### src/rtl/mc_pkg.sv
// Shared encodings for the multicycle control path: state codes, opcodes,
// ALU/mux select values and the control bundle type.
package mc_pkg;

  typedef enum logic [3:0] {
    S_FETCH  = 4'd0,
    S_DECODE = 4'd1,
    S_MEMADR = 4'd2,
    S_MEMRD  = 4'd3,
    S_MEMWB  = 4'd4,
    S_MEMWR  = 4'd5,
    S_RTEX   = 4'd6,
    S_RTWB   = 4'd7,
    S_BEQEX  = 4'd8,
    S_ADDIEX = 4'd9,
    S_ADDIWB = 4'd10,
    S_JEX    = 4'd11,
    S_TRAP   = 4'd12
  } state_e;

  localparam logic [5:0] OP_RTYPE = 6'h00;
  localparam logic [5:0] OP_J     = 6'h02;
  localparam logic [5:0] OP_BEQ   = 6'h04;
  localparam logic [5:0] OP_ADDI  = 6'h08;
  localparam logic [5:0] OP_LW    = 6'h23;
  localparam logic [5:0] OP_SW    = 6'h2B;

  localparam logic [1:0] ALUOP_ADD  = 2'b00;
  localparam logic [1:0] ALUOP_SUB  = 2'b01;
  localparam logic [1:0] ALUOP_FUNC = 2'b10;

  localparam logic [1:0] SRCB_REG   = 2'b00;
  localparam logic [1:0] SRCB_FOUR  = 2'b01;
  localparam logic [1:0] SRCB_IMM   = 2'b10;
  localparam logic [1:0] SRCB_IMMSH = 2'b11;

  localparam logic [1:0] PCSRC_ALU    = 2'b00;
  localparam logic [1:0] PCSRC_ALUOUT = 2'b01;
  localparam logic [1:0] PCSRC_JUMP   = 2'b10;

  typedef struct packed {
    logic       pc_write;
    logic       ir_write;
    logic       mem_read;
    logic       mem_write;
    logic       iord;
    logic       reg_write;
    logic       reg_dst;
    logic       mem_to_reg;
    logic       alu_src_a;
    logic       branch;
    logic [1:0] alu_src_b;
    logic [1:0] alu_op;
    logic [1:0] pc_src;
  } ctrl_t;

  // States whose exit to FETCH retires an instruction.
  function automatic logic is_final(state_e s);
    return (s == S_MEMWB) || (s == S_MEMWR) || (s == S_RTWB) ||
           (s == S_BEQEX) || (s == S_ADDIWB) || (s == S_JEX);
  endfunction

endpackage

### src/rtl/mc_ctrl_decode.sv
// Moore output table: maps the current state to raw datapath controls,
// before any memory-wait gating applied by the top level.
module mc_ctrl_decode
  import mc_pkg::*;
(
  input  state_e state,
  output ctrl_t  ctrl
);

  always_comb begin
    ctrl = '0;
    unique case (state)
      S_FETCH: begin
        ctrl.mem_read  = 1'b1;
        ctrl.ir_write  = 1'b1;
        ctrl.pc_write  = 1'b1;
        ctrl.alu_src_b = SRCB_FOUR;
      end
      S_DECODE: ctrl.alu_src_b = SRCB_IMMSH;
      S_MEMADR, S_ADDIEX: begin
        ctrl.alu_src_a = 1'b1;
        ctrl.alu_src_b = SRCB_IMM;
      end
      S_MEMRD: begin
        ctrl.mem_read = 1'b1;
        ctrl.iord     = 1'b1;
      end
      S_MEMWB: begin
        ctrl.reg_write  = 1'b1;
        ctrl.mem_to_reg = 1'b1;
      end
      S_MEMWR: begin
        ctrl.mem_write = 1'b1;
        ctrl.iord      = 1'b1;
      end
      S_RTEX: begin
        ctrl.alu_src_a = 1'b1;
        ctrl.alu_op    = ALUOP_FUNC;
      end
      S_RTWB: begin
        ctrl.reg_write = 1'b1;
        ctrl.reg_dst   = 1'b1;
      end
      S_BEQEX: begin
        ctrl.alu_src_a = 1'b1;
        ctrl.alu_op    = ALUOP_SUB;
        ctrl.branch    = 1'b1;
        ctrl.pc_src    = PCSRC_ALUOUT;
      end
      S_ADDIWB: ctrl.reg_write = 1'b1;
      S_JEX: begin
        ctrl.pc_write = 1'b1;
        ctrl.pc_src   = PCSRC_JUMP;
      end
      default: ctrl = '0;
    endcase
  end

endmodule

### src/rtl/multicycle_control_fsm.sv
// Multicycle MIPS-style control FSM: sequencing, memory-wait stalls,
// store/load tracking, retire pulse and retired-instruction counter.
module multicycle_control_fsm
  import mc_pkg::*;
#(
  parameter int OPCODE_W      = 6,
  parameter int STATE_W       = 4,
  parameter int USE_MEM_READY = 1,
  parameter int CNT_W         = 32
) (
  input  logic                clk,
  input  logic                rst,
  input  logic [OPCODE_W-1:0] opcode,
  input  logic                mem_ready,
  output logic [STATE_W-1:0]  state,
  output logic                pc_write,
  output logic                ir_write,
  output logic                mem_read,
  output logic                mem_write,
  output logic                iord,
  output logic                reg_write,
  output logic                reg_dst,
  output logic                mem_to_reg,
  output logic                alu_src_a,
  output logic                branch,
  output logic [1:0]          alu_src_b,
  output logic [1:0]          alu_op,
  output logic [1:0]          pc_src,
  output logic                instr_done,
  output logic                illegal_op,
  output logic [CNT_W-1:0]    retired
);

  state_e     state_q, state_d, dec_state;
  logic       is_store_q;
  logic [5:0] op;
  logic       mem_ok, wait_hold, retire;
  ctrl_t      ctrl;

  assign op     = 6'(opcode);
  assign mem_ok = (USE_MEM_READY == 0) || mem_ready;

  always_ff @(posedge clk) begin
    if (rst) state_q <= S_FETCH;
    else     state_q <= state_d;
  end

  always_comb begin
    state_d = S_FETCH;
    unique case (state_q)
      S_FETCH:  state_d = mem_ok ? S_DECODE : S_FETCH;
      S_DECODE: begin
        if (op == OP_LW || op == OP_SW) state_d = S_MEMADR;
        else if (op == OP_RTYPE)        state_d = S_RTEX;
        else if (op == OP_BEQ)          state_d = S_BEQEX;
        else if (op == OP_ADDI)         state_d = S_ADDIEX;
        else if (op == OP_J)            state_d = S_JEX;
        else                            state_d = S_TRAP;
      end
      // Opcode may have changed since DECODE, so use the captured direction.
      S_MEMADR: state_d = is_store_q ? S_MEMWR : S_MEMRD;
      S_MEMRD:  state_d = mem_ok ? S_MEMWB : S_MEMRD;
      S_MEMWR:  state_d = mem_ok ? S_FETCH : S_MEMWR;
      S_RTEX:   state_d = S_RTWB;
      S_ADDIEX: state_d = S_ADDIWB;
      S_TRAP:   state_d = S_TRAP;
      default:  state_d = S_FETCH;
    endcase
  end

  assign retire = is_final(state_q) && (state_d == S_FETCH);

  always_ff @(posedge clk) begin
    if (rst) begin
      is_store_q <= 1'b0;
      instr_done <= 1'b0;
      retired    <= '0;
    end else begin
      if (state_q == S_DECODE) is_store_q <= (op == OP_SW);
      instr_done <= retire;
      if (retire) retired <= retired + CNT_W'(1);
    end
  end

  // Reset presents FETCH controls with the state-changing strobes suppressed.
  assign dec_state = rst ? S_FETCH : state_q;

  mc_ctrl_decode u_decode (
    .state (dec_state),
    .ctrl  (ctrl)
  );

  always_comb begin
    wait_hold  = ((state_q == S_FETCH) || (state_q == S_MEMRD) ||
                  (state_q == S_MEMWR)) && !mem_ok;
    pc_write   = ctrl.pc_write && !wait_hold && !rst;
    ir_write   = ctrl.ir_write && !wait_hold && !rst;
    mem_write  = ctrl.mem_write && !wait_hold;
    mem_read   = ctrl.mem_read;
    iord       = ctrl.iord;
    reg_write  = ctrl.reg_write;
    reg_dst    = ctrl.reg_dst;
    mem_to_reg = ctrl.mem_to_reg;
    alu_src_a  = ctrl.alu_src_a;
    branch     = ctrl.branch;
    alu_src_b  = ctrl.alu_src_b;
    alu_op     = ctrl.alu_op;
    pc_src     = ctrl.pc_src;
  end

  assign state      = STATE_W'(state_q);
  assign illegal_op = (state_q == S_TRAP);

endmodule

### config.mk
export PLATFORM = sky130hd
export DESIGN_NAME = multicycle_control_fsm
export DESIGN_NICKNAME = d
export VERILOG_FILES = /design/src/rtl/mc_pkg.sv /design/src/rtl/mc_ctrl_decode.sv /design/src/rtl/multicycle_control_fsm.sv
export SDC_FILE = /design/constraint.sdc
export NUM_CORES = 1
export LEC_CHECK = 0
export CAP_MARGIN = 20
export CORE_ASPECT_RATIO = 1.2
export CORE_MARGIN = 3
export CORE_UTILIZATION = 28
export CTS_BUF_LIST = sky130_fd_sc_hd__clkbuf_2
export DETAILED_ROUTE_END_ITERATION = 16
export GPL_ROUTABILITY_DRIVEN = 1
export PLACE_DENSITY = 0.62
export SLEW_MARGIN = 20
export SYNTH_ARGS = -nofsm -noshare
export SYNTH_HDL_FRONTEND = slang
export SYNTH_HIERARCHICAL = 1
export SYNTH_SLANG_ARGS = --single-unit
### constraint.sdc
create_clock -name clk -period 1.9 [get_ports clk]
set_input_delay 0.285 -clock clk [delete_from_list [all_inputs] [get_ports clk]]
set_output_delay 0.285 -clock clk [all_outputs]
set_load 0.01 [all_outputs]
==> Word level (Yosys, flattened, before mapping) <==
Index checks and enable logic that the tools add are counted.
{ "word_totals": {"regBits": 38, "inputBits": 9, "output_inout_bits": 54, "word_cells": 85} }
{ "op_classes": {"n_addsub": 1, "eq_ne": 28, "mux": 24, "reduce_logical": 28} }
{ "op_table": {"columns": ["operator", "n"], "rows": [
  ["4-bit equality test (second input constant)", 9],
  ["32-bit by 1-bit adder with 32-bit output (second input constant)", 1],
  ["4-bit by 3-bit equality test with 1-bit output (second input constant)", 8],
  ["4-bit case mux with 8 select lines", 1],
  ["3-bit 2-to-1 mux", 6],
  ["4-bit by 2-bit equality test with 1-bit output (second input constant)", 4],
  ["6-bit equality test (second input constant)", 2],
  ["4-bit zero test", 3],
  ["4-bit 2-to-1 mux", 3],
  ["1-bit 2-to-1 mux", 11],
  ["4-bit by 1-bit equality test with 1-bit output (second input constant)", 2],
  ["1-bit logical OR", 8],
  ["2-bit case mux with 2 select lines", 2],
  ["2-bit OR reduction", 4],
  ["1-bit logical AND", 7],
  ["6-bit by 2-bit equality test with 1-bit output (second input constant)", 1],
  ["6-bit by 3-bit equality test with 1-bit output (second input constant)", 1],
  ["6-bit by 4-bit equality test with 1-bit output (second input constant)", 1],
  ["6-bit zero test", 1],
  ["2-bit case mux with 3 select lines", 1],
  ["4-bit OR reduction", 1],
  ["1-bit zero test", 3],
  ["3-bit OR reduction", 1]
]} }

==> Depth between registers and ports, before layout <==
{ "depth": {"ltp_word": 9, "depth_mapped": 8} }

==> Hierarchy <==
The synthesis kept the hierarchy.
{ "modules_own_cells": {"columns": ["mod", "instances", "cells_per_inst", "area_each_um2", "seq_area_each_um2"], "rows": [
  ["multicycle_control_fsm", 1, 254, 2058.2, 760.7],
  ["mc_ctrl_decode", 1, 32, 217.7, 0.0]
]} }

==> Worst setup path after synthesis <==
Ideal clock, no wire load.
{ "synth_path": {"kind": "input port to output port", "startpoint": "in rst", "endpoint": "out branch", "arrival_ns": 1.694, "required_time_ns": 1.615, "setup_slack_ns": -0.079, "cell_stages": 7, "n_path_buf": 4, "path_cell_list": "clkbuf_1 > clkbuf_1 > nor2_1 > buf_6 > nand2b_2 > nor3_1 > buf_4"} }
{ "synth_between": {"elab_chain_cells": 3} }
{ "synth_rtl": {"columns": ["item", "line_no", "source"], "rows": [
  ["start: declaration", "multicycle_control_fsm.sv:12", "input logic rst,"],
  ["4-bit 2-to-1 mux", "multicycle_control_fsm.sv:86", "assign dec_state = rst ? S_FETCH : state_q;"],
  ["via dec_state[2]", "multicycle_control_fsm.sv:34", "state_e state_q, state_d, dec_state;"],
  ["4-bit equality test", "mc_ctrl_decode.sv:12", "unique case (state)"],
  ["1-bit 2-to-1 mux", "mc_ctrl_decode.sv:12", null],
  ["end: declaration", "multicycle_control_fsm.sv:25", "output logic branch,"]
]} }
The timed path passes the listed nets, and every way through them passes these cells.

==> Worst setup path in the final report <==
{ "layout_path": {"startpoint": "reg state_q[1], in the netlist state[1]", "endpoint": "out reg_write"} }
{ "layout_between": {"elab_chain_cells": 4, "word_cells_on_any_way": 6, "cone_classes": "3 x eq/ne; 2 x mux; 1 x reduce/logical"} }
{ "layout_rtl": {"columns": ["item", "line_no", "source"], "rows": [
  ["start: declaration", "multicycle_control_fsm.sv:34", null],
  ["start signal: assignment", "multicycle_control_fsm.sv:45", "else state_q <= state_d;"],
  ["4-bit 2-to-1 mux *", "multicycle_control_fsm.sv:86", null],
  ["via dec_state[1]", "multicycle_control_fsm.sv:34", null],
  ["4-bit equality test / 4-bit by 3-bit equality test with 1-bit output (equally long branches)", "mc_ctrl_decode.sv:12", null],
  ["3-bit OR reduction (no source line) *", null, null],
  ["1-bit 2-to-1 mux *", "mc_ctrl_decode.sv:12", null],
  ["end: declaration", "multicycle_control_fsm.sv:21", "output logic reg_write,"]
]} }
The timed path passes the listed nets; every way through them passes the cells marked *.

==> results by stage <==
Drt:
- In the routed design, unresolved DRC markers number 0.
- After detailed routing, the total wire length is 6936 µm.
- The detail-routed net length per standard cell is 13.79 µm.
- The vias per cell is ~5.1.
- In this run, the number of DRC markers left after iteration 0 of detailed routing was 70.
- The first detailed-routing pass took 4 iterations.
- The detailed-route via count is 2,581.
- The remaining number of nets flagged by the antenna check after routing is 0.

Synthesis:
- The number of storage elements in the synthesis netlist is 38.
- The share of the Yosys chip area taken by registers is between 30% and 40%.
- The synthesized netlist devotes 37.11% of its cell area to simple gates.
- Summing the areas of all compound-gate instances in the mapped netlist gives 10.89% of the synthesized area.
- The top cell type by area accounts for 33.42% of the synthesized area.
- Yosys attributes the largest share of cell area to dfxtp_1 (33%), xnor2_1 (11%), nor2_1 (6.1%).
- When the netlist entered floorplanning its net count stood at 296.
- In the synthesized netlist, the number of instances is about 290.
- The number of flops mapped to enable cells by yosys is 0.
- By count the netlist is led by dfxtp_1 (38), nor2_1 (37), xnor2_1 (28).
- During synthesis, Yosys emitted a total of 6 warnings.
- The fraction of the mapped netlist area in adder cells is less than 1%.
- The netlist area before placement is 2276 µm².
- The most common cell in the synthesized netlist is dfxtp_1.
- In this run the mean area of a mapped cell was around 8.0 µm².
- Of all flip-flops after synthesis, the portion carrying an async set or reset was 0%.
- Of the post-synthesis cell area, the part taken by muxes is 0.9346%.
- After Yosys synthesis, XOR and XNOR cells account for 11.16% of the synthesized area.
- In this run, distinct cell masters in the synthesized netlist total 50.
- For this run, the leading register cell type out of synthesis is dfxtp_1.
- The largest family of logic cells by synthesized area is simple AND/OR/NAND/NOR gates.
- The cell taking the most area after synthesis is dfxtp_1.

Timing:
- Setup violations remaining at the end of the flow were counted as 10.
- The worst hold slack across all endpoints is 0.5029 ns.
- Setup repair after global routing could not meet its margin everywhere.
- The final critical path time including I/O delays and setup is 1.995 ns.
- Clock skew on the completed layout was measured at 0.03103 ns.
- Timing would allow up to ~0.5 GHz.
- In the post-route analysis, the smallest setup slack over all paths is -0.09536 ns.
- Of the available clock period, the critical path in the final layout requires 105.0%.
- The number of max-slew violations in the final report is 0.
- The slew at the pin closest to its max-slew limit is 0.3980 ns.
- The number of hold violations in the final report was 0.
- Measured against its own limit, the worst slew margin works out to 72.78%.

Pwr:
- The cell leakage power is 0.001403 µW.
- The power density over the cells is 448.9 nW/µm².
- VDD sags by at most 0.2543 mV.

Place:
- The placed instances occupy a cell area of 3324 µm².
- The total of buffers placed on input and output ports is 62.
- The half-perimeter wire length after placement is 4889 µm.
- Routability-driven placement finished with a final weighted congestion of 0.8457.
- At the placement stage, the worst setup path has a slack of -0.6575 ns.

Critical path:
- STA classifies the critical path startpoint as a register.
- Measured in cells, the most critical reg-to-reg path has a length of 8.
- The critical path arrival is 1.71 ns.
- The largest driver fanout on the critical path is 6.
- The category of the critical setup timing path is register to output pin.
- The critical path capture point type is an output pin.
- The worst reg-to-reg setup slack is 0.06 ns.
- The worst path required time is 1.62 ns.

Floorplanning:
- The die span in y is 104.8 µm.
- The area of the die is 9250 µm².
- During I/O placement, the number of pins put on the boundary was 63.
- The number of placement rows is 35.
- The area of the core region is 7795 µm².
- The starting density of the core is between 20 and 30%.
- From left edge to right edge, the die measures 88.30 µm.

Finish:
- The repair_antennas step left the layout with diodes totalling 0.
- The number of nets in the layout is 420.
- The area growth from synthesis to layout is 61.85%.
- The layout has 769 filler cells.
- Once layout is done, the placed cells without fillers occupy approximately 3700 µm².
- The share of post-route cells with drive strength above 1 is 34.55%.

Global route:
- The via count of the first global-routing pass was 2,470.
- The combined global-route utilization of all metal layers is between 10% and 20%.
- Entering global routing, the biggest net connects 26 pins.
- The global-route wire length before repair is 11,220 µm.
- Summed over all layers, the global routing overflow is 0.
- The number of antenna violations at the first check in global routing is 0.

Outcome:
- The run finished, with violations left.
- The checks that failed: negative setup slack.

CTS:
- The count of clock tree sinks is 38.
- Clock-pin slew was measured on the worst setup and hold paths at roughly 0.2 ns.
- In this run the number of H-tree levels came out at 2.
- The cell sitting at the root of the clock tree is a clkbuf_2.
- TritonCTS built the clock tree.
- The post-cts hold buffer count is 0.
- The clock buffer count from CTS is 5.
- The longest clock path from root to sink contains 2 buffers.
- The clock reaches the later pin of the worst-skew pair after about 0.38 ns.

Hold path:
- Counting instances, the worst hold path has a depth of 2.
- In this run the worst hold path is classified as register to register.

Run:
- The number of maximum-capacitance violations is 0.
## stage by stage
stage          cells   TNS, ns  total power [µW]  utilization (%)
5_1_grt          503    -2.350              1741            47.26
3_5_place_dp     477    -11.83              1131            42.65
3_3_place_gp     477    -11.06              1126            42.65
4_1_cts          491   -0.3122              1631            44.48
6_report         503   -0.4160              1653            47.26
2_1_floorplan    286  -0.02070             984.7                -
## path summary, 6_finish.rpt
path                       startpoint                  endpoint
max               state[1]$_SDFF_PP0_                 reg_write
max reg2reg       state[3]$_SDFF_PP0_  retired[25]$_SDFFE_PP0P_
min          retired[31]$_SDFFE_PP0P_  retired[31]$_SDFFE_PP0P_
min reg2reg  retired[31]$_SDFFE_PP0P_  retired[31]$_SDFFE_PP0P_
## critical path, stage by stage (launching register included)
cell	delay, ns
dfxtp_2	0.38
nor2b_4	0.19
buf_6	0.12
or2b_1	0.23
buf_4	0.14
o211ai_2	0.12
buf_2	0.15
## state kept, by name, summed over array words and instances, names as in the netlist
name and flops:
instr_done 1, retired 32, is_store_q 1, state 4
## report_power, final
group	leakage [µW]	switching, µW	internal [µW]
Clock	0.0000432	257	235
Sequential	0.000309	7.98	811
Combinational	0.00105	172	171
## cells by family (layout without fill, tap and decap cells)
group                      after synthesis  in the layout
adders and majority gates                1              1
and+or+nand+nor                        149            149
xor gates and xnor gates                29             29
muxes                                    2              2
buffers and inverters                   26            151
DFF                                     38             38
AOI/OAI and AO/OA                       41             41
## layout make-up
cell class / count / area [µm²] / area share, %
multi-input combinational: 222 / 1541 / 41.85
timing repair buffer: 135 / 1164 / 31.59
sequential: 38 / 768.2 / 20.86
tap: 92 / 115.1 / 3.125
clock buffer: 7 / 35.03 / 0.9511
clock inverter: 1 / 30.03 / 0.8152
inverter: 8 / 30.03 / 0.8152
## layer usage
layer / part of all wire (%) / GRT usage, % / up-vias / wire length (µm)
li1: - / - / 1281 / -
met1: 42 / 18.00 / 1223 / 2937
met2: 52 / 25.35 / 71 / 3576
met3: 5.2 / 3.076 / 6 / 359
met4: 0.89 / 4.104 / 0 / 62
met5: 0 / 0 / - / 0
## layout by cell type (no fill, tap or decap), types with 9 or more instances in the layout
cell type        netlist  routed
dfxtp_1               38      32
nor2_1                37      34
buf_2                  3      13
o21ai_0               10       9
clkbuf_2               0       9
nor3_1                16      11
buf_4                  1      64
nand4_1               10      10
nand3_1               10      10
xnor2_1               28      27
nor4_1                18      13
clkdlybuf4s50_1        0      42
a21oi_1               17      14
nand2_1               15      15
## timing repair
item / CTS / global route
buffers inserted: 6 / 12
cloned: 0 / 1
gates resized for setup: 87 / 39
setup endpoints to repair: 18 / 36
pin swaps: 7 / 18
(Power assumes the default switching activity.)
